--- config.mk ---
export PLATFORM = sky130hd
export DESIGN_NAME = halflife_timer
export DESIGN_NICKNAME = d
export VERILOG_FILES = /design/src/rtl/halflife_pkg.sv /design/src/rtl/halflife_prescaler.sv /design/src/rtl/halflife_timer.sv
export SDC_FILE = /design/constraint.sdc
export NUM_CORES = 1
export LEC_CHECK = 0
export ABC_AREA = 1
export BUFFER_PORTS_ARGS = -buffer_cell sky130_fd_sc_hd__buf_4
export CAP_MARGIN = 20
export CORE_ASPECT_RATIO = 1.4
export CORE_MARGIN = 2
export CORE_UTILIZATION = 51
export DETAILED_ROUTE_END_ITERATION = 10
export PLACE_DENSITY = 0.77
export REMOVE_ABC_BUFFERS = 1
export SYNTH_ARGS = -nofsm -noshare
export SYNTH_HDL_FRONTEND = slang
export SYNTH_HIERARCHICAL = 1
export SYNTH_SLANG_ARGS = --single-unit
--- constraint.sdc ---
create_clock -name clk -period 1.64 [get_ports clk]
set_input_delay 0.328 -clock clk [delete_from_list [all_inputs] [get_ports clk]]
set_output_delay 0.328 -clock clk [all_outputs]
set_load 0.02 [all_outputs]
--- src/rtl/halflife_pkg.sv ---
// Shared definitions for the halflife_timer block: step modes and their width.
package halflife_pkg;

    localparam int MODE_W = 2;

    typedef enum logic [MODE_W-1:0] {
        HOLD  = 2'd0,
        UP    = 2'd1,
        DOWN  = 2'd2,
        DECAY = 2'd3
    } mode_e;

endpackage

--- src/rtl/halflife_prescaler.sv ---
// Step-interval prescaler: counts 0..period and emits a one-cycle step at period.
module halflife_prescaler #(
    parameter int PRESC_W = 8
) (
    input  logic               clk,
    input  logic               rst,
    input  logic               en,
    input  logic               clr,
    input  logic [PRESC_W-1:0] period,
    output logic               step
);

    logic [PRESC_W-1:0] cnt_q, cnt_d;

    always_comb begin
        step  = 1'b0;
        cnt_d = cnt_q;
        if (clr) begin
            cnt_d = '0;
        end else if (en) begin
            if (cnt_q == period) begin
                step  = 1'b1;
                cnt_d = '0;
            end else if (cnt_q > period) begin
                // period shrank below the running count: restart without stepping
                cnt_d = '0;
            end else begin
                cnt_d = cnt_q + PRESC_W'(1);
            end
        end
    end

    always_ff @(posedge clk or negedge rst) begin
        if (!rst) cnt_q <= '0;
        else      cnt_q <= cnt_d;
    end

endmodule

--- src/rtl/halflife_timer.sv ---
// Programmable up/down/half-life counter stepped by a prescaler, with tick and expiry pulses.
module halflife_timer
    import halflife_pkg::*;
#(
    parameter int WIDTH    = 8,
    parameter int PRESC_W  = 8,
    parameter int SATURATE = 1
) (
    input  logic               clk,
    input  logic               rst,
    input  logic               en,
    input  logic               load,
    input  logic [WIDTH-1:0]   load_val,
    input  logic [MODE_W-1:0]  mode,
    input  logic [PRESC_W-1:0] period,
    output logic [WIDTH-1:0]   out,
    output logic               tick,
    output logic               zero,
    output logic               full,
    output logic               expired
);

    localparam logic [WIDTH-1:0] ALL_ONES = '1;

    logic             step;
    logic [WIDTH-1:0] out_q, out_d, stepped;
    logic             tick_q, tick_d;
    logic             exp_q, exp_d;
    mode_e            mode_s;

    assign mode_s = mode_e'(mode);

    halflife_prescaler #(.PRESC_W(PRESC_W)) u_presc (
        .clk    (clk),
        .rst    (rst),
        .en     (en),
        .clr    (load),
        .period (period),
        .step   (step)
    );

    always_comb begin
        stepped = out_q;
        unique case (mode_s)
            UP:      stepped = (out_q == ALL_ONES) ? ((SATURATE != 0) ? out_q : '0)
                                                   : out_q + WIDTH'(1);
            DOWN:    stepped = (out_q == '0) ? ((SATURATE != 0) ? out_q : ALL_ONES)
                                             : out_q - WIDTH'(1);
            DECAY:   stepped = out_q >> 1;
            default: stepped = out_q;
        endcase
    end

    // load dominates; the prescaler is cleared by load so step is already 0 then
    always_comb begin
        out_d  = out_q;
        tick_d = 1'b0;
        exp_d  = 1'b0;
        if (load) begin
            out_d = load_val;
        end else if (step) begin
            out_d  = stepped;
            tick_d = 1'b1;
            exp_d  = (out_q != '0) && (stepped == '0);
        end
    end

    always_ff @(posedge clk or negedge rst) begin
        if (!rst) begin
            out_q  <= '0;
            tick_q <= 1'b0;
            exp_q  <= 1'b0;
        end else begin
            out_q  <= out_d;
            tick_q <= tick_d;
            exp_q  <= exp_d;
        end
    end

    assign out     = out_q;
    assign tick    = tick_q;
    assign expired = exp_q;
    assign zero    = (out_q == '0);
    assign full    = (out_q == ALL_ONES);

endmodule

==> reports/metrics.csv, run 1 <==
stage,metric,value,unit
outcome,status,"finished, violations left",
outcome,violations,negative setup slack,
logic_synthesis,async_reset_ff_share,100.0,%
timing,timing.final.crit_share,110.4,%
timing,worst_slew_pin_slew,262.1,ps
placement,place.gp.congestion,0.9277,
global_routing,grt_pass1_vias,2014,
logic_synthesis,yosysTopAreaCellShare,24.67,%
min_path,hold_path_class,input pin to flip-flop,
pwr,pwr-share-clk,21.7,%
drt,wl_met1,2.071,mm
worst_setup_path,ff2ff_path_depth,8,
clock_network,cts_sinks,18,
clock_network,cts_max_path_buffers,2,
pwr,sequentialPowerShare,31.4,%
timing,whs,310.6,ps
floorplanning,core,0.003410,mm^2
cells_and_area,design_area,0.002706,mm^2
global_routing,grt_max_degree,19,
clock_network,cts-buffers-inserted,3,
clock_network,cts_tree,yes,
cells_and_area,final_nets,392,
logic_synthesis,synth.area.top_cells,"dfrtp_1, nand2_1, ha_1, inv_1, nor2_1",
worst_setup_path,regToRegSetupSlack,-170,ps
timing,rsz0062_at_grt,true,
timing,maxSlewViolCount,0,
floorplanning,fp.dieH,74.79,um
logic_synthesis,synth.most_common_cell,nand2_1,
pwr,peakVddDrop,483.7,uV
pwr,total_power,1675,uW
timing,max_freq,552.6,MHz
drt,via_per_inst,5.514,
worst_setup_path,crit_chain,ha_1 -> nand2_2 -> nor2_4 -> buf_4 -> buf_4 -> a21oi_2 -> nand3_4 -> o21ai_1,
worst_setup_path,endpoint,u_presc/cnt_q[4]$_DFFE_PN0P_,
global_routing,grt_overflow_total,0,
timing,setup_viol,16,
pwr,p_sw,617.5,uW
worst_setup_path,reg2reg_to,u_presc/cnt_q[4]$_DFFE_PN0P_,
drt,route.met3.wl,208,um
floorplanning,die_x,54.57,um
drt,wirelength,5.813,mm
worst_setup_path,path_class,flip-flop to flip-flop,
worst_setup_path,slowest_delay,420,ps
logic_synthesis,syn-mean-instance-area,6.687,um^2
clock_network,insertion_delay,250,ps
timing,period_needed,1810,ps
drt,vias,2189,
cells_and_area,drive_above_1_share,38.38,%
clock_network,clockRootBuffer,clkbuf_8,
pwr,internal_power,1057,uW
drt,wl_per_cell,14.64,um
worst_setup_path,required,1810,ps
worst_setup_path,cpMostUsedCell,buf_4,
floorplanning,start_util,53.54,%
global_routing,grt_pass1_wl,8.562,mm
cells_and_area,antenna_cells,0,
floorplanning,ios,34,
drt,dr.pass1.iters,5,
pwr,power_density,618.8,mW/mm^2
floorplanning,die_area,0.004081,mm^2
worst_setup_path,cp-start-kind,flip-flop,
drt,drcViolationCount,0,
clock_network,cts.clk_slew.worst_paths,70,ps
logic_synthesis,yosysSeqAreaShare,24.67,%
logic_synthesis,syn_inst,273,
placement,dp_hpwl,4.022,mm
placement,portBuffers,33,
clock_network,cts_htree_levels,1,
worst_setup_path,cpMaxStageDelayCell,dfrtp_1,
pwr,p_leak,0.001433,uW
logic_synthesis,synth_cell_types,30,
drt,drtAntennaViolNets,0,
timing,totalNegativeSetupSlack,-1477,ps
global_routing,antenna_found_initial,0,
worst_setup_path,r2r_start,u_presc/cnt_q[6]$_DFFE_PN0P_,
global_routing,track_usage,28.79,%
timing,maxSlewHeadroom,82.34,%
worst_setup_path,worstPathMaxFanout,8,
logic_synthesis,synth_seq_cells,18,
drt,drt_first_iter_violations,94,
drt,highest_layer,met4,
cells_and_area,area_growth,48.25,%
pwr,p_sw_share,36.87,%
timing,fin_ws,-169.7,ps
logic_synthesis,synth_edf_count,0,
pwr,pwr-share-comb,46.9,%
floorplanning,fp-row-count,25,
logic_synthesis,yosys_warnings,6,
logic_synthesis,synth_top_area_cell,dfrtp_1,
drt,met2_length,3.312,mm
placement,dpl_cell_area,0.002335,mm^2
job,drv_cap,0,
logic_synthesis,syn_area,0.001826,mm^2
worst_setup_path,startpoint,u_presc/cnt_q[6]$_DFFE_PN0P_,
logic_synthesis,synth_ff_type,dfrtp_1,
worst_setup_path,crit_path_end_kind,flip-flop,
logic_synthesis,synth_common_cells,"nand2_1, inv_1, nor2_1",
timing,hold_violations,0,
timing,skew,1.567,ps
worst_setup_path,cp.arrival,1980,ps
## area by class of cell
class / instances / area, um^2
flip-flops and latches: 18 / 451.7
fillers: 264 / 703.2
multi-input cells: 214 / 1343
inverters: 36 / 135.1
clock buffers: 4 / 55.05
repair buffers: 85 / 671.9
well taps: 40 / 50.05
## registers in the layout (all words and copies together), names as in the netlist
| signal | flops |
|---|---|
| u_presc/cnt_q | 8 |
| expired | 1 |
| out | 8 |
| tick | 1 |
## routing by layer
| layer | GRT usage (%) | vias up |
|---|---|---|
| met5 | 0 | - |
| met4 | 16.39 | 0 |
| met3 | 2.778 | 22 |
| met2 | 54.08 | 79 |
| met1 | 29.74 | 1047 |
| li1 | - | 1041 |
## cells in the final DEF, fill, tap and decap left out, drive strengths merged
cell	instances
nand4	11
o21ai	12
xor2	6
nand2	99
buf	84
dfrtp	18
nand3	23
a21o	1
nor2	33
clkbuf	4
inv	36
ha	12
a22oi	4
dlygate4sd3	1
o211ai	4
nor3	1
xnor2	2
a21oi	6
## kinds of logic after synthesis
kind of cell             synth area share [%]
AO/OA/AOI/OAI                           9.253
buffers and inverters                   9.664
AND/OR/NAND/NOR                         44.35
XOR/XNOR                                3.838
adder cells (fa/ha/maj)                 8.225
flip-flops                              24.67
## worst min-delay path by stage
stage,start,slack (ps),endpoint,cells after the start
3_5_place_dp,rst,210,tick$_DFF_PN0_,1
3_3_place_gp,rst,210,tick$_DFF_PN0_,1
6_report,load_val[0],310,out[0]$_DFFE_PN0P_,3
2_1_floorplan,rst,30,expired$_DFF_PN0_,0
5_1_grt,load_val[6],320,out[6]$_DFFE_PN0P_,3
4_1_cts,load_val[3],310,out[3]$_DFFE_PN0P_,3
## per-stage QoR
| step | setup slack (ps) | util, % | instances |
|---|---|---|---|
| 6_report | -169.7 | 79.38 | 397 |
| 4_1_cts | -24.67 | 76.48 | 395 |
| 2_1_floorplan | -124.9 | - | 268 |
| 5_1_grt | -223.2 | 79.38 | 397 |
| 3_3_place_gp | -163.0 | 68.48 | 373 |
| 3_5_place_dp | -249.9 | 68.48 | 373 |
## power by group through the flow
stage	logic [uW]	clock network, uW	registers [uW]
after floorplan	313	0	579
after global placement	642	0	531
after detailed placement	657	0	532
after CTS	730	367	524
after global routing	856	381	530
final	786	363	526
## timing repair
item / 4_1_cts / 5_1_grt
gates resized for setup: 22 / 18
pin swaps: 16 / 10
hold buffers: 1 / 0
endpoints found under the hold margin: 18 / 0
endpoints found under the setup margin: 12 / 17
buffers inserted: 17 / 2
## critical path: cells and delay by family, from the launching register on
kind	cells	cell delay, ps
adder cells (fa/ha/maj)	1	330
AO/OA/AOI/OAI	2	370
flip-flops	1	420
AND/OR/NAND/NOR	3	350
buffers and inverters	2	250
Power figures use the tool's default switching activity.
==> run 2: changes to the inputs <==
Settings changed: CORE_ASPECT_RATIO 1.4 to 1.5.
==> run 2 against run 1 <==
The flow still finishes with violations (negative setup slack); combinational power is 11% higher; sequential power is 2% higher; cell count is 0.76% higher; die area hardly changed; non-clock buffer count is 2 higher; clock power is 14% lower; utilization is 3.9 points higher; clock skew is 0.57 ps higher; first-iteration DRC count is 20% lower; global-route usage is 0.36 points higher; maximum frequency is 4.8% higher; critical path type unchanged; highest routed layer unchanged.
==> reports/metrics.csv, run 2 (same netlist as run 1, synthesis figures left out) <==
stage,metric,value,unit,change
outcome,status,"finished, violations left",,
outcome,violations,negative setup slack,,
pwr,power_density,605.5,mW/mm^2,-2.2%
drt,drt_first_iter_violations,75,,-20%
worst_setup_path,r2r_start,u_presc/cnt_q[3]$_DFFE_PN0P_,,
clock_network,cts.clk_slew.worst_paths,70,ps,about the same
clock_network,cts_tree,yes,,
worst_setup_path,cp.arrival,1910,ps,-70 ps
placement,portBuffers,33,,unchanged
cells_and_area,area_growth,55.86,%,
clock_network,cts-buffers-inserted,3,,unchanged
worst_setup_path,crit_path_end_kind,flip-flop,,
global_routing,track_usage,29.15,%,+0.36 points
min_path,hold_path_class,input pin to flip-flop,,
pwr,p_sw_share,38.84,%,+2.0 points
worst_setup_path,worstPathMaxFanout,2,,-6
drt,dr.pass1.iters,5,,unchanged
worst_setup_path,regToRegSetupSlack,-90,ps,+80 ps
timing,maxSlewViolCount,0,,unchanged
worst_setup_path,cpMaxStageDelayCell,dfrtp_1,,
worst_setup_path,cp-start-kind,flip-flop,,
clock_network,clockRootBuffer,clkbuf_8,,
drt,vias,2193,,+0.18%
cells_and_area,multi_input_area,0.001471,mm^2,+9.6%
pwr,p_leak,0.001455,uW,+1.6%
timing,timing.final.crit_share,105.3,%,-5.1 points
placement,dpl_cell_area,0.002352,mm^2,+0.75%
timing,max_freq,579.3,MHz,+4.8%
global_routing,use_met2,54.13,%,about the same
timing,hold_violations,0,,unchanged
pwr,p_sw,669.1,uW,+8.4%
worst_setup_path,reg2reg_to,expired$_DFF_PN0_,,
timing,fin_ws,-86.28,ps,+83.47 ps
global_routing,grt_pass1_wl,9.059,mm,+5.8%
global_routing,grt_overflow_total,0,,unchanged
timing,rsz0062_at_grt,true,,
global_routing,grt_use_met1,30.49,%,+0.75 points
min_path,worstHoldPathCells,3,,unchanged
worst_setup_path,path_delay_family,simple AND/OR/NAND/NOR gates,,
worst_setup_path,slowest_delay,430,ps,about the same
drt,drtAntennaViolNets,0,,unchanged
min_path,min_from,load_val[7],,
global_routing,grt_pass1_vias,2102,,+4.4%
floorplanning,die_area,0.004084,mm^2,about the same
cells_and_area,antenna_cells,0,,unchanged
cells_and_area,regArea,457.9,um^2,+1.4%
cells_and_area,final_nets,394,,+0.51%
pwr,internal_power,1054,uW,-0.35%
floorplanning,core,0.003416,mm^2,+0.18%
cells_and_area,design_area,0.002845,mm^2,+5.1%
floorplanning,fp-row-count,26,,+4.0%
clock_network,insertion_delay,250,ps,about the same
timing,skew,2.137,ps,+0.5704 ps
timing,setup_viol,11,,-5
timing,maxSlewHeadroom,79.28,%,-3.1 points
floorplanning,ios,34,,unchanged
timing,whs,303.3,ps,-7.319 ps
worst_setup_path,crit_chain,ha_4 -> nand2_4 -> nor2_4 -> nand2_2 -> nor2_4 -> inv_2 -> nor3_4 -> nand4_1 -> nor2_1 -> nand2_1 -> nor2_1,,
cells_and_area,drive_above_1_share,45.81,%,+7.4 points
worst_setup_path,ff2ff_path_depth,11,,+3
drt,drcViolationCount,0,,unchanged
floorplanning,fp.dieH,77.28,um,+3.3%
global_routing,grt_max_degree,19,,unchanged
pwr,sequentialPowerShare,31.3,%,about the same
drt,wirelength,6.461,mm,+11%
worst_setup_path,required,1820,ps,about the same
global_routing,use_met3,2.724,%,-0.054 points
drt,via_per_inst,5.483,,-0.57%
min_path,min_to,out[7]$_DFFE_PN0P_,,
floorplanning,die_x,52.85,um,-3.1%
job,drv_cap,0,,unchanged
timing,period_needed,1726,ps,-83.47 ps
clock_network,cts_htree_levels,1,,unchanged
cells_and_area,layout_commonest_cell,nand2_1,,
pwr,peakVddDrop,619.9,uV,+28%
timing,worst_slew_pin_slew,308.5,ps,+46.45 ps
cells_and_area,fillers,229,,-13%
global_routing,busiest_layer,met2,,
worst_setup_path,cp_num_buf_inv,1,,-1
worst_setup_path,path_class,flip-flop to flip-flop,,
global_routing,antenna_found_initial,0,,unchanged
placement,dp_hpwl,4.120,mm,+2.4%
clock_network,cts_sinks,18,,unchanged
clock_network,cts_max_path_buffers,2,,unchanged
drt,wl_per_cell,16.15,um,+10%
floorplanning,start_util,53.44,%,-0.098 points
cells_and_area,layout_common_cells,"nand2_1, buf_4, inv_1, nor2_1, nand3_1",,
pwr,pwr-share-comb,50.6,%,+3.7 points
pwr,pwr-share-clk,18.1,%,-3.6 points
placement,place.gp.congestion,0.9352,,+0.81%
==> run 2: changes by cell type in the layout (fill, tap and decap cells not counted), moves of 3 or more <==
| cell | previous run | this run |
|---|---|---|
| dfrtp_2 | 1 | 6 |
| dfrtp_1 | 17 | 12 |
| nand3_2 | 3 | 7 |
| nand2_4 | 3 | 6 |
| nand3_1 | 18 | 14 |
| inv_1 | 28 | 25 |
| ha_1 | 7 | 2 |
| nand2_1 | 92 | 87 |
| inv_2 | 8 | 11 |
| ha_4 | 4 | 9 |
==> run 2: final cells by class <==
| class | count | area share [%] |
|---|---|---|
| multi-input cells | 214 | 51.71 |
| repair buffers | 87 | 24.14 |
| flip-flops and latches | 18 | 16.09 |
| inverters | 36 | 4.749 |
| well taps | 42 | 1.847 |
| clock buffers | 3 | 1.451 |
==> run 2: metrics by stage <==
stage | setup slack (ps) | instances | power (uW) | util [%] | setup TNS [ps]
global placement | -144.5 | 377 | 1182 | 68.86 | -570.6
CTS | -18.91 | 393 | 1547 | 74.73 | -49.25
global route | -216.3 | 400 | 1818 | 83.30 | -1557
finish | -86.28 | 400 | 1723 | 83.30 | -501.6
floorplan | -124.9 | 268 | 892.4 | - | -666.5
detailed placement | -238.1 | 377 | 1192 | 68.86 | -1045
==> run 2: what timing repair did <==
item / in CTS / in global routing
resized for setup: 21 / 50
pin swaps: 13 / 29
hold buffers: 1 / 0
buffers inserted: 12 / 8
cloned: 0 / 0
setup endpoints to repair: 12 / 20
endpoints found under the hold margin: 18 / 0
==> run 2: power by group through the flow <==
stage	Combinational [uW]	Clock (uW)	Sequential [uW]
4_1_cts	712	309	526
5_1_grt	944	328	546
3_3_place_gp	649	0	533
3_5_place_dp	661	0	531
6_report	872	311	539
2_1_floorplan	313	0	579
==> run 2: worst min-delay path, delay by kind of cell <==
kind | cells | cell delay [ps]
compound gates | 1 | 70
simple gates | 1 | 40
buf+inv | 1 | 70
==> run 2: worst max path at each step <==
stage                                            start                 to  slack [ps]  cells after the start
after floorplan                     out[0]$_DFFE_PN0P_  expired$_DFF_PN0_        -120                     10
after global routing      u_presc/cnt_q[3]$_DFFE_PN0P_  expired$_DFF_PN0_        -220                     11
after global placement                       period[7]  expired$_DFF_PN0_        -140                     13
after CTS                 u_presc/cnt_q[1]$_DFFE_PN0P_  expired$_DFF_PN0_         -20                     11
after detailed placement                     period[7]  expired$_DFF_PN0_        -240                     13
final                     u_presc/cnt_q[3]$_DFFE_PN0P_  expired$_DFF_PN0_         -90                     11
==> run 2: metal layers <==
layer  part of all wire (%)  wire length, um
met2                     55             3568
met4                    4.9              314
met1                     36             2319
met5                      0                0
met3                    4.0              259
==> run 3: changes to the inputs <==
Settings changed: PLACE_DENSITY 0.77 to 0.76.
==> run 3 against run 2 <==
The flow still finishes with violations (negative setup slack); clock skew is 2.2 ps higher; global-route usage decreased by 2.0 points; highest routed layer unchanged; critical path type unchanged; register-to-register slack improved by 30 ps.
==> reports/metrics.csv, run 3 (same netlist as run 1, synthesis figures left out) <==
stage,metric,value,unit,change
timing,setup_viol,6,,-5
placement,portBuffers,33,,unchanged
timing,period_needed,1697,ps,-29.12 ps
pwr,power_density,612.8,mW/mm^2,+1.2%
clock_network,insertion_delay,250,ps,about the same
floorplanning,ios,34,,unchanged
drt,wirelength,5.855,mm,-9.4%
placement,dp_hpwl,4.203,mm,+2.0%
drt,drt_first_iter_violations,69,,-8.0%
drt,via_per_inst,5.449,,-0.61%
min_path,hold_path_class,input pin to flip-flop,,
timing,totalNegativeSetupSlack,-173.4,ps,+328.2 ps
cells_and_area,fillers,244,,+6.6%
worst_setup_path,slowest_delay,370,ps,-60 ps
global_routing,antenna_found_initial,0,,unchanged
worst_setup_path,crit_chain,inv_1 -> ha_1 -> nand2_1 -> nor2_4 -> buf_4 -> a21oi_2 -> nand3_4 -> a21oi_1,,
clock_network,cts_sinks,18,,unchanged
worst_setup_path,cpMaxStageDelayCell,dfrtp_1,,
job,drv_cap,0,,unchanged
cells_and_area,antenna_cells,0,,unchanged
timing,fin_ws,-57.15,ps,+29.12 ps
floorplanning,start_util,53.44,%,unchanged
floorplanning,fp-row-count,26,,unchanged
floorplanning,fp.dieH,77.28,um,unchanged
timing,maxSlewViolCount,0,,unchanged
pwr,total_power,1665,uW,-3.4%
worst_setup_path,crit_path_end_kind,flip-flop,,
clock_network,cts-buffers-inserted,3,,unchanged
clock_network,cts_max_path_buffers,2,,unchanged
timing,timing.final.crit_share,103.5,%,-1.8 points
cells_and_area,area_growth,48.80,%,
worst_setup_path,cp-start-kind,flip-flop,,
cells_and_area,layout_commonest_cell,nand2_1,,
drt,drcViolationCount,0,,unchanged
cells_and_area,multi_input_area,0.001381,mm^2,-6.1%
timing,rsz0062_at_grt,true,,
timing,hold_violations,0,,unchanged
cells_and_area,drive_above_1_share,40.06,%,-5.8 points
floorplanning,die_area,0.004084,mm^2,unchanged
clock_network,cts_htree_levels,1,,unchanged
timing,maxSlewHeadroom,83.83,%,+4.5 points
global_routing,grt_pass1_wl,8.397,mm,-7.3%
pwr,peakVddDrop,428.6,uV,-31%
drt,drtAntennaViolNets,0,,unchanged
worst_setup_path,cp.arrival,1860,ps,-50 ps
worst_setup_path,path_delay_family,compound AO/OA/AOI/OAI gates,,
timing,max_freq,589.2,MHz,+1.7%
outcome,violations,negative setup slack,,
timing,worst_slew_pin_slew,242.6,ps,-65.96 ps
timing,skew,4.351,ps,+2.214 ps
floorplanning,die_x,52.85,um,unchanged
global_routing,track_usage,27.13,%,-2.0 points
worst_setup_path,cp_num_buf_inv,2,,+1
worst_setup_path,required,1800,ps,-20 ps
cells_and_area,layout_common_cells,"nand2_1, buf_4, inv_1, nor2_1, nand3_1",,
cells_and_area,regArea,454.2,um^2,-0.82%
pwr,p_leak,0.001389,uW,-4.6%
drt,dr.pass1.iters,4,,-1
outcome,status,"finished, violations left",,
placement,place.gp.congestion,0.9288,,-0.68%
clock_network,clockRootBuffer,clkbuf_8,,
global_routing,grt_pass1_vias,2055,,-2.2%
drt,vias,2147,,-2.1%
global_routing,grt_max_degree,19,,unchanged
cells_and_area,final_nets,387,,-1.8%
clock_network,cts.clk_slew.worst_paths,70,ps,about the same
drt,wl_per_cell,14.86,um,-8.0%
floorplanning,core,0.003416,mm^2,unchanged
worst_setup_path,worstPathMaxFanout,8,,+6
clock_network,cts_tree,yes,,
global_routing,grt_overflow_total,0,,unchanged
worst_setup_path,path_class,flip-flop to flip-flop,,
==> run 3: timing repair <==
action,in CTS,in global routing
gates resized for setup,13,39
pin swaps,12,15
setup buffers,8,2
hold buffers,1,0
endpoints found under the setup margin,11,17
cloned,0,1
endpoints found under the hold margin,18,0
==> run 3: path summary, 6_finish.rpt <==
| kind | start | to | slack (ps) | cells past startpoint |
|---|---|---|---|---|
| max | u_presc/cnt_q[0]$_DFFE_PN0P_ | u_presc/cnt_q[3]$_DFFE_PN0P_ | -60 | 8 |
| min | load_val[7] | out[7]$_DFFE_PN0P_ | 310 | 3 |
| max reg2reg | u_presc/cnt_q[0]$_DFFE_PN0P_ | u_presc/cnt_q[3]$_DFFE_PN0P_ | -60 | 8 |
| min reg2reg | out[3]$_DFFE_PN0P_ | out[3]$_DFFE_PN0P_ | 620 | 2 |
| max in group asynchronous | rst | out[3]$_DFFE_PN0P_ | 940 | 2 |
| min in group asynchronous | rst | u_presc/cnt_q[1]$_DFFE_PN0P_ | 480 | 2 |
==> run 3: worst min-delay path: stages <==
cell,delay (ps)
buf_4,70
nand2_1,40
o211ai_1,70
==> run 3: power breakdown <==
group | total (uW) | switching (uW) | internal [uW]
Clock | 356 | 143 | 213
Sequential | 532 | 48.2 | 484
Combinational | 777 | 427 | 349
==> run 3: area by class of cell <==
type                    count  area share [%]
flip-flops and latches     18           16.72
multi-input cells         214           50.85
repair buffers             80           23.40
inverters                  36           5.067
clock buffers               4           2.027
well taps                  42           1.935
==> run 3: metal layers <==
| metal | global-route usage [%] | routed length (um) | vias up |
|---|---|---|---|
| met4 | 17.18 | 409 | 0 |
| met3 | 1.751 | 197 | 35 |
| met5 | 0 | 0 | - |
| met1 | 25.92 | 2069 | 1000 |
| met2 | 51.75 | 3179 | 77 |
| li1 | - | - | 1035 |
==> run 3: per-stage QoR <==
step	worst slack, ps	instances	hold WS [ps]	area [um^2]	utilization [%]
3_3_place_gp	-167.5	378	211.8	2360	69.08
5_1_grt	-205.6	394	308.4	2716	79.52
2_1_floorplan	-124.9	268	32.41	1784	-
6_report	-57.15	394	305.9	2716	79.52
4_1_cts	-60.62	391	315.3	2525	73.92
3_5_place_dp	-218.7	378	212.4	2360	69.08
